<file path="src/rtl/regex_cpu_memory_arbiter_if.sv">
// Bus bundle between the regex_cpu array, the arbiter and the instruction BRAM.
//
// Handshake: a CPU raises cpu_memory_valid[i] with its address slice and holds
// both until it sees a one-cycle cpu_memory_ready[i] pulse. The returned word is
// written into cpu_memory_data slice i two edges after that pulse and is held
// until the next grant to the same CPU. The BRAM side is a plain read port:
// bram_en/bram_addr sampled on an edge, bram_rdata valid one cycle later.
interface regex_cpu_memory_arbiter_if #(
  parameter int N_CPUS            = 4,
  parameter int MEMORY_WIDTH      = 20,
  parameter int MEMORY_ADDR_WIDTH = 11
);
  logic [N_CPUS-1:0]                   cpu_memory_valid;
  logic [N_CPUS*MEMORY_ADDR_WIDTH-1:0] cpu_memory_addr;
  logic [N_CPUS-1:0]                   cpu_memory_ready;
  logic [N_CPUS*MEMORY_WIDTH-1:0]      cpu_memory_data;
  logic                                bram_en;
  logic [MEMORY_ADDR_WIDTH-1:0]        bram_addr;
  logic [MEMORY_WIDTH-1:0]             bram_rdata;

  // Arbiter view
  modport slave (
    input  cpu_memory_valid,
    input  cpu_memory_addr,
    input  bram_rdata,
    output cpu_memory_ready,
    output cpu_memory_data,
    output bram_en,
    output bram_addr
  );

  // CPU array + BRAM view
  modport master (
    output cpu_memory_valid,
    output cpu_memory_addr,
    output bram_rdata,
    input  cpu_memory_ready,
    input  cpu_memory_data,
    input  bram_en,
    input  bram_addr
  );
endinterface

</file>
<file path="src/rtl/regex_cpu_memory_arbiter.sv">
// Round-robin arbiter sharing one single-port instruction BRAM among N_CPUS
// regex_cpu instances. One grant per cycle; each CPU is masked for two edges
// after a grant so its stale valid (still high on the edge after ready) is
// not re-granted. Read data is steered back to the requesting CPU only.
module regex_cpu_memory_arbiter #(
  parameter int N_CPUS            = 4,
  parameter int MEMORY_WIDTH      = 20,
  parameter int MEMORY_ADDR_WIDTH = 11
) (
  input logic                        clk,
  input logic                        rst,
  regex_cpu_memory_arbiter_if.slave  io_mem
);

  localparam int IDX_W = (N_CPUS > 1) ? $clog2(N_CPUS) : 1;
  localparam int AW    = MEMORY_ADDR_WIDTH;
  localparam int DW    = MEMORY_WIDTH;

  // Arbitration state
  logic [IDX_W-1:0]        r_last;
  logic [1:0]              r_cnt [N_CPUS];

  // Issue stage (registered outputs toward CPUs and BRAM)
  logic [N_CPUS-1:0]       r_ready;
  logic                    r_bram_en;
  logic [AW-1:0]           r_bram_addr;
  logic [IDX_W-1:0]        r_tag;

  // Return stage: BRAM has sampled, data arrives this cycle
  logic                    r_ret_valid;
  logic [IDX_W-1:0]        r_ret_tag;
  logic [N_CPUS*DW-1:0]    r_data;

  logic [N_CPUS-1:0]       w_mask;
  logic [N_CPUS-1:0]       w_elig;
  logic                    w_any;
  logic [IDX_W-1:0]        w_win;
  logic [N_CPUS-1:0]       w_grant;

  // A requester is masked while its post-grant countdown is non-zero
  always_comb begin
    w_mask = '0;
    for (int i = 0; i < N_CPUS; i++) begin
      w_mask[i] = (r_cnt[i] != 2'd0);
    end
  end

  assign w_elig = io_mem.cpu_memory_valid & ~w_mask;

  // Round-robin search starting one past the last winner, wrapping at N_CPUS
  always_comb begin
    int v_idx;
    v_idx = 0;
    w_any = 1'b0;
    w_win = r_last;
    for (int off = 1; off <= N_CPUS; off++) begin
      v_idx = int'(r_last) + off;
      if (v_idx >= N_CPUS) v_idx = v_idx - N_CPUS;
      if (!w_any && w_elig[v_idx[IDX_W-1:0]]) begin
        w_any = 1'b1;
        w_win = v_idx[IDX_W-1:0];
      end
    end
  end

  // One-hot form of the winner, empty when nobody is eligible
  always_comb begin
    w_grant = '0;
    if (w_any) w_grant[w_win] = 1'b1;
  end

  // Round-robin pointer; reset points at the last CPU so CPU0 wins first
  always_ff @(posedge clk) begin
    if (!rst) begin
      r_last <= IDX_W'(N_CPUS - 1);
    end else if (w_any) begin
      r_last <= w_win;
    end
  end

  // Per-CPU countdown: loaded to 2 on grant, drains by one per edge
  always_ff @(posedge clk) begin
    for (int i = 0; i < N_CPUS; i++) begin
      if (!rst) begin
        r_cnt[i] <= 2'd0;
      end else if (w_grant[i]) begin
        r_cnt[i] <= 2'd2;
      end else if (r_cnt[i] != 2'd0) begin
        r_cnt[i] <= r_cnt[i] - 2'd1;
      end
    end
  end

  // Issue stage: ready pulse, BRAM read request and its return tag
  always_ff @(posedge clk) begin
    if (!rst) begin
      r_ready     <= '0;
      r_bram_en   <= 1'b0;
      r_bram_addr <= '0;
      r_tag       <= '0;
    end else begin
      r_ready   <= w_grant;
      r_bram_en <= w_any;
      if (w_any) begin
        r_bram_addr <= io_mem.cpu_memory_addr[int'(w_win)*AW +: AW];
        r_tag       <= w_win;
      end
    end
  end

  // Return tracking: the edge after issue is when BRAM samples the address
  always_ff @(posedge clk) begin
    if (!rst) begin
      r_ret_valid <= 1'b0;
      r_ret_tag   <= '0;
    end else begin
      r_ret_valid <= r_bram_en;
      r_ret_tag   <= r_tag;
    end
  end

  // Write returning word into the requester's slice only; a reset in flight
  // clears r_ret_valid so the discarded read never lands
  always_ff @(posedge clk) begin
    if (!rst) begin
      r_data <= '0;
    end else if (r_ret_valid) begin
      r_data[int'(r_ret_tag)*DW +: DW] <= io_mem.bram_rdata;
    end
  end

  assign io_mem.cpu_memory_ready = r_ready;
  assign io_mem.cpu_memory_data  = r_data;
  assign io_mem.bram_en          = r_bram_en;
  assign io_mem.bram_addr        = r_bram_addr;

endmodule
</file>
<file path="src/flat_wrapper.sv">
// flat-port wrapper written by rule: the top's interface ports become plain ports
module regex_cpu_memory_arbiter_flat 
#(
  parameter int N_CPUS            = 4,
  parameter int MEMORY_WIDTH      = 20,
  parameter int MEMORY_ADDR_WIDTH = 11
)
  (clk, rst, io_mem_cpu_memory_valid, io_mem_cpu_memory_addr, io_mem_bram_rdata, io_mem_cpu_memory_ready, io_mem_cpu_memory_data, io_mem_bram_en, io_mem_bram_addr);
  regex_cpu_memory_arbiter_if #(.N_CPUS(N_CPUS), .MEMORY_WIDTH(MEMORY_WIDTH), .MEMORY_ADDR_WIDTH(MEMORY_ADDR_WIDTH)) io_mem_i ();
  input logic clk;
  input logic rst;
  input wire logic [$bits(io_mem_i.cpu_memory_valid)-1:0] io_mem_cpu_memory_valid;
  input wire logic [$bits(io_mem_i.cpu_memory_addr)-1:0] io_mem_cpu_memory_addr;
  input wire logic [$bits(io_mem_i.bram_rdata)-1:0] io_mem_bram_rdata;
  output wire logic [$bits(io_mem_i.cpu_memory_ready)-1:0] io_mem_cpu_memory_ready;
  output wire logic [$bits(io_mem_i.cpu_memory_data)-1:0] io_mem_cpu_memory_data;
  output wire logic [$bits(io_mem_i.bram_en)-1:0] io_mem_bram_en;
  output wire logic [$bits(io_mem_i.bram_addr)-1:0] io_mem_bram_addr;
  assign io_mem_i.cpu_memory_valid = io_mem_cpu_memory_valid;
  assign io_mem_i.cpu_memory_addr = io_mem_cpu_memory_addr;
  assign io_mem_i.bram_rdata = io_mem_bram_rdata;
  assign io_mem_cpu_memory_ready = io_mem_i.cpu_memory_ready;
  assign io_mem_cpu_memory_data = io_mem_i.cpu_memory_data;
  assign io_mem_bram_en = io_mem_i.bram_en;
  assign io_mem_bram_addr = io_mem_i.bram_addr;
  regex_cpu_memory_arbiter #(.N_CPUS(N_CPUS), .MEMORY_WIDTH(MEMORY_WIDTH), .MEMORY_ADDR_WIDTH(MEMORY_ADDR_WIDTH)) u_core (.clk(clk), .rst(rst), .io_mem(io_mem_i));
endmodule
</file>
<file path="config.mk">
export PLATFORM = sky130hd
export DESIGN_NAME = regex_cpu_memory_arbiter_flat
export DESIGN_NICKNAME = d
export VERILOG_FILES = /design/src/rtl/regex_cpu_memory_arbiter_if.sv /design/src/rtl/regex_cpu_memory_arbiter.sv /design/src/flat_wrapper.sv
export SDC_FILE = /design/constraint.sdc
export NUM_CORES = 1
export LEC_CHECK = 0
export ABC_AREA = 1
export BUFFER_PORTS_ARGS = -buffer_cell sky130_fd_sc_hd__buf_2
export CAP_MARGIN = 15
export CORE_MARGIN = 2
export CORE_UTILIZATION = 41
export CTS_CLUSTER_DIAMETER = 80
export DETAILED_ROUTE_END_ITERATION = 12
export PLACE_DENSITY = 0.7
export SLEW_MARGIN = 20
export SYNTH_ARGS = -nofsm -noshare
export SYNTH_HDL_FRONTEND = slang
export SYNTH_SLANG_ARGS = --single-unit
</file>
<file path="constraint.sdc">
create_clock -name clk -period 1.95 [get_ports clk]
set_clock_uncertainty 0.15 [all_clocks]
set_input_delay 0.4875 -clock clk [delete_from_list [all_inputs] [get_ports clk]]
set_output_delay 0.4875 -clock clk [all_outputs]
set_load 0.03 [all_outputs]
</file>
After elaboration in Yosys (flattened, before gate mapping)
Memory sizes are Yosys's and may differ from the RTL's.
Index checks and enable logic that the tools add are counted.
{ "classes": {"mux": 61, "magnitude_cmp": 10, "shifts": 3, "bitwise": 10, "n_addsub": 13, "reduce_logical": 11, "multipliers": 2} }
{ "ops": {"columns": ["operator", "count"], "rows": [
  ["$bwmux W80", 1],
  ["$shift A20 B33 Y80 const A", 1],
  ["$shiftx A20 B33 Y80", 1],
  ["$shiftx A44 B32 Y11", 1],
  ["$mux W1", 38],
  ["$neg A32 Y33", 1],
  ["$mux W2", 16],
  ["$sub A2 B1 Y2 const B", 8],
  ["$lt A2 B3 Y1 const B", 5],
  ["$ge A3 B3 Y1 const B", 3],
  ["$bmux W1 S2", 4],
  ["$or A1 B1 Y1", 8],
  ["$reduce_bool A2 Y1", 4],
  ["$add A2 B2 Y3 const B", 2],
  ["$mul A2 B4 Y6 const B", 1],
  ["$mul A2 B3 Y5 const B", 1],
  ["$add A2 B3 Y4 const B", 1],
  ["$and A4 B4 Y4", 1],
  ["$ge A4 B3 Y1 const B", 1],
  ["$logic_and A1 B1 Y1", 4],
  ["$mux W4", 1],
  ["$not A4 Y4", 1],
  ["$add A2 B1 Y3 const B", 1],
  ["$logic_not A1 Y1", 3],
  ["other kinds (2)", 2]
]} }
{ "word_totals": {"mem_count": 1, "ff_bits": 103, "mem_bits_rw": 8} }
{ "memory_table": {"columns": ["memory", "words", "word_bits", "rd", "rd_ports_with_merged_regs", "wr", "line", "rtl"], "rows": [
  ["u_core.r_cnt", 4, 2, 4, 0, 4, "regex_cpu_memory_arbiter.sv:21", "logic [1:0] r_cnt [N_CPUS];"]
]} }

Logic depth before layout (Yosys ltp)
An unclocked memory read counts as a cell.
{ "depth": {"ltp_word": 26, "depth_mapped": 17, "depth_no_buf": 16} }

Least setup slack after synthesis
OpenSTA, ideal clock, no wires.
{ "synth_path": {"path_type": "register to register", "from": "register u_core.r_ret_tag[0]", "to": "register u_core.r_data[4] (netlist: u_core.io_mem.cpu_memory_data[4])", "slack_ns": -0.192, "stages_incl_launch_ff": 12, "period_less_slack_ns": 2.142, "t_arrival_ns": 1.875, "setup_ns": 0.116, "path_buffers": 3, "cell_sequence": "dfxtp_1 -> inv_2 -> buf_2 -> ha_1 -> clkbuf_1 -> inv_2 -> clkbuf_1 -> nor2_1 -> a22oi_1 -> nand3_1 -> o211ai_1 -> inv_1"} }
{ "synth_via": {"elab_chain_len": 4, "word_cells_on_any_way": 5, "classes_between": "add/sub: 1; mul: 1; shift: 2; mux: 1"} }
{ "synth_rtl": {"columns": ["item", "line", "rtl"], "rows": [
  ["start, declared", "regex_cpu_memory_arbiter.sv:31", "logic [IDX_W-1:0] r_ret_tag;"],
  ["start signal, assigned", "regex_cpu_memory_arbiter.sv:118", "r_ret_tag <= r_tag;"],
  ["$mul A2 B3 Y5 *", "regex_cpu_memory_arbiter.sv:128", "r_data[int'(r_ret_tag)*DW +: DW] <= io_mem.bram_rdata;"],
  ["$neg A32 Y33 *", "regex_cpu_memory_arbiter.sv:128", null],
  ["$shiftx A20 B33 Y80 / $shift A20 B33 Y80 (equally long branches)", "regex_cpu_memory_arbiter.sv:128", null],
  ["$bwmux W80 *", "regex_cpu_memory_arbiter.sv:128", null],
  ["end signal, assigned by index", "regex_cpu_memory_arbiter.sv:128", null],
  ["end, declared", "regex_cpu_memory_arbiter.sv:32", "logic [N_CPUS*DW-1:0] r_data;"]
]} }
Every way passes the cells marked *; elsewhere a longest branch is shown, timed or not.
A chain may end at the register's enable or synchronous reset.

==> reports/summary.txt <==
Run status: finished, violations left
Failing checks: setup timing
Most frequent CP cell: nand2_1
Die height: 124 um
Syn Std Cell Area: 5900 um2
CTS buffer count: 9
Leak Pwr: 0.00410 uW
Fillers: 1,345
Grt ovf: 0
Worst slew pin tran: 0.578 ns
EDFF count, synth: 8
Synth cell count leaders: nand2_1 (313), dfxtp_1 (103), a21oi_1 (85), nor2_1 (66), nand3_1 (61)
# rows: 43
Initial Utilization: 42.2%
Crit path buffers/inverters: 1
Pint: 7030 uW
Sequential group share of total power: 22.8%
Final hold viol count: 0
H-tree levels: 3
Die Wd: 124 um
DP Wirelength: 14,500 um
Dominant cells by area after synthesis: dfxtp_1 (35%), nand2_1 (20%), a21oi_1 (7.2%)
Prevailing post-synth register cell: dfxtp_1
Final Max Slew Viols: 0
Post-Syn Instances: 895
Hold Crit Endpoint: u_core.r_ret_tag[0]
Fraction of registers with async set or reset after synthesis: 0%
Via count: 6,765
Max VDD drop: 0.000828 V
Via/cell ratio: 5.14
Worst-path cell chain: inv_2 -> ha_4 -> nand2_2 -> o21ai_2 -> nand2_1 -> nand2_2 -> nand4_4 -> nand2_1 -> nand2_1 -> nand2_4 -> nand3_4 -> nand3_2
Period utilisation layout: 109%
R2R setup slack: -0.17 ns
Part of the power in combinational logic: 60.4%
Vias in the first global route: 6,114
Antenna violations before repair: 0
Fin worst setup slack: -0.172 ns
Bufs on Longest Clock Path: 2
Wirelength per Cell: 15.2 um
CP max FO: 5
Most frequent cell after synthesis: nand2_1
TritonCTS clock tree: built
Register area share after synthesis: 39.0%
Clock Tree Root: clkbuf_16
Synth unique cells: 36
NetSw: 5530 uW
FF-to-FF End: u_core.r_cnt[2][0]
WS Path Type: reg2reg
# diodes: 0
Buffers on Ports: 165
Largest net degree at the start of global routing: 61
Power share of the clock group: 16.8%
ANT nets after route: 0
Die ar.: 15,400 um2
Hold buffer count at CTS: 0
Number of max-cap violations: 0
RSZ-0062 raised after global routing: true
Share of cells above drive strength 1: 36.0%
Hold path start: u_core.r_tag[0]
CP startpoint kind: register
Clock-pin transition on the worst setup and hold timing paths: 0.07 ns
Critical Path RT: 1.87 ns
Clock insertion delay at the later pin of the skew report: 0.35 ns
Setup Viol. Count Final: 28
WHS Path Cells: 2
Clock sinks: 111
Hold crit path type: reg2reg
GP Congestion: 0.944
Largest stage delay, worst path: 0.42 ns
Setup tns final: -3.63 ns
Kind of cell adding the most delay to the critical path: simple AND/OR/NAND/NOR gates
Critical path arrival: 2.05 ns
Syn Area/Cell: 6.59 um2
Post-Place Worst Slack: -0.197 ns
FMAX: 0.471 GHz
I/O pin cnt: 166
Synth warnings: 0
Area Overhead vs Synth: 44.1%
First-pass GRT wire length: 30,500 um
Normalized max-slew margin: 61.4%
Drt first pass iters: 5
Drc violations: 0
Reg2reg path depth: 12
RR Startpoint: u_core.r_cnt[1][0]
Syn nets: 974
Starting DRT DRC Count: 512
Slowest-stage cell, CP: edfxtp_1
Post-Route WL: 20,000 um
Yosys top cell area share: 34.9%
Crit path time final: 2.12 ns
Pwr/cell area: 1480 nW/um2
Synthesis-stage register bit count: 111
Crit. End Element: register
Total Nets Final: 1,211
Synth area leader: dfxtp_1
All-Layer GR Usage: 25.3%
Total core area: 14,000 um2
Switching Share: 44.0%
==> flip-flops by register name (all words and copies together), names as in the netlist <==
name,count
u_core.io_mem.bram_en,1
u_core.r_ret_tag,2
u_core.r_tag,2
u_core.r_cnt,8
u_core.io_mem.cpu_memory_ready,4
u_core.io_mem.bram_addr,11
u_core.io_mem.cpu_memory_data,80
u_core.r_last,2
u_core.r_ret_valid,1
==> per-layer routing <==
metal  part of all wire, %  global-route usage (%)  vias to the layer above
met5                     0                       0                        -
met4                   2.2                    7.87                        0
met3                   6.5                    4.58                       31
met2                    45                    38.9                      263
met1                    46                    36.0                     3087
li1                      -                       -                     3384
==> area by class of cell <==
cell class	count	area [um2]	share of cell area [%]
inverter	66	265	3.12
tap	180	225	2.65
clock buffer	11	264	3.10
clock inverter	5	83.8	0.986
multi-input combinational	660	3470	40.9
timing repair buffer	284	1880	22.1
sequential	111	2310	27.1
==> what timing repair did <==
action / 4_1_cts / 5_1_grt
setup endpoints to repair: 76 / 101
setup buffers: 4 / 5
pin swaps: 9 / 21
resized for setup: 51 / 66
cloned: 1 / 1
==> worst max-delay path by stage <==
stage	from	to	slack, ns	cells after the start
finish	u_core.r_cnt[1][0]	u_core.r_cnt[2][0]	-0.17	12
global route	u_core.r_cnt[1][0]	u_core.io_mem.bram_addr[8]	-0.31	14
CTS	u_core.r_cnt[1][0]	u_core.io_mem.bram_addr[4]	-0.14	16
detailed placement	u_core.r_cnt[1][0]	u_core.r_cnt[1][1]	-0.20	14
global placement	u_core.r_cnt[3][0]	u_core.r_cnt[1][0]	-0.14	12
floorplan	u_core.r_cnt[1][0]	u_core.r_cnt[2][0]	-0.16	13
==> metrics by stage <==
stage	total power (uW)	area (um2)	utilization, %	std cells	hold slack [ns]
after floorplan	7180	5990	-	895	0.248
after global placement	9250	7640	54.7	1291	0.264
after detailed placement	9310	7640	54.7	1291	0.262
after CTS	12000	8250	59.0	1312	0.273
after global routing	13400	8500	60.8	1317	0.302
final	12600	8500	60.8	1317	0.270
==> tightest hold or removal path: cells and delay by family (launching register included) <==
| family | cells | cell delay (ns) |
|---|---|---|
| DFF | 1 | 0.30 |
| and+or+nand+nor | 1 | 0.04 |
| buffers and inverters | 1 | 0.04 |
==> kinds of logic after synthesis <==
kind of cell	share of synthesized area, %
compound gates	16.7
flops	39.0
simple gates	33.5
mux	0.170
buf+inv	8.71
fa+ha+maj	1.91
==> power groups by stage <==
stage                     Combinational, uW  Sequential (uW)  Clock [uW]
after floorplan                        3900             3290           0
after global placement                 6360             2890           0
after detailed placement               6410             2900           0
after CTS                              7030             2850        2140
after global routing                   8280             2910        2240
final                                  7580             2870        2110
==> layout by cell type (no fill, tap or decap), types with 15 or more instances in the layout <==
| cell | instances |
|---|---|
| nand2_1 | 304 |
| buf_2 | 166 |
| buf_4 | 101 |
| dfxtp_1 | 100 |
| a21oi_1 | 83 |
| nand3_1 | 53 |
| nor2_1 | 52 |
| inv_1 | 45 |
| o21ai_1 | 20 |
| o21ai_0 | 18 |
| inv_2 | 15 |
Note: power is estimated with default switching activity, not from simulation.
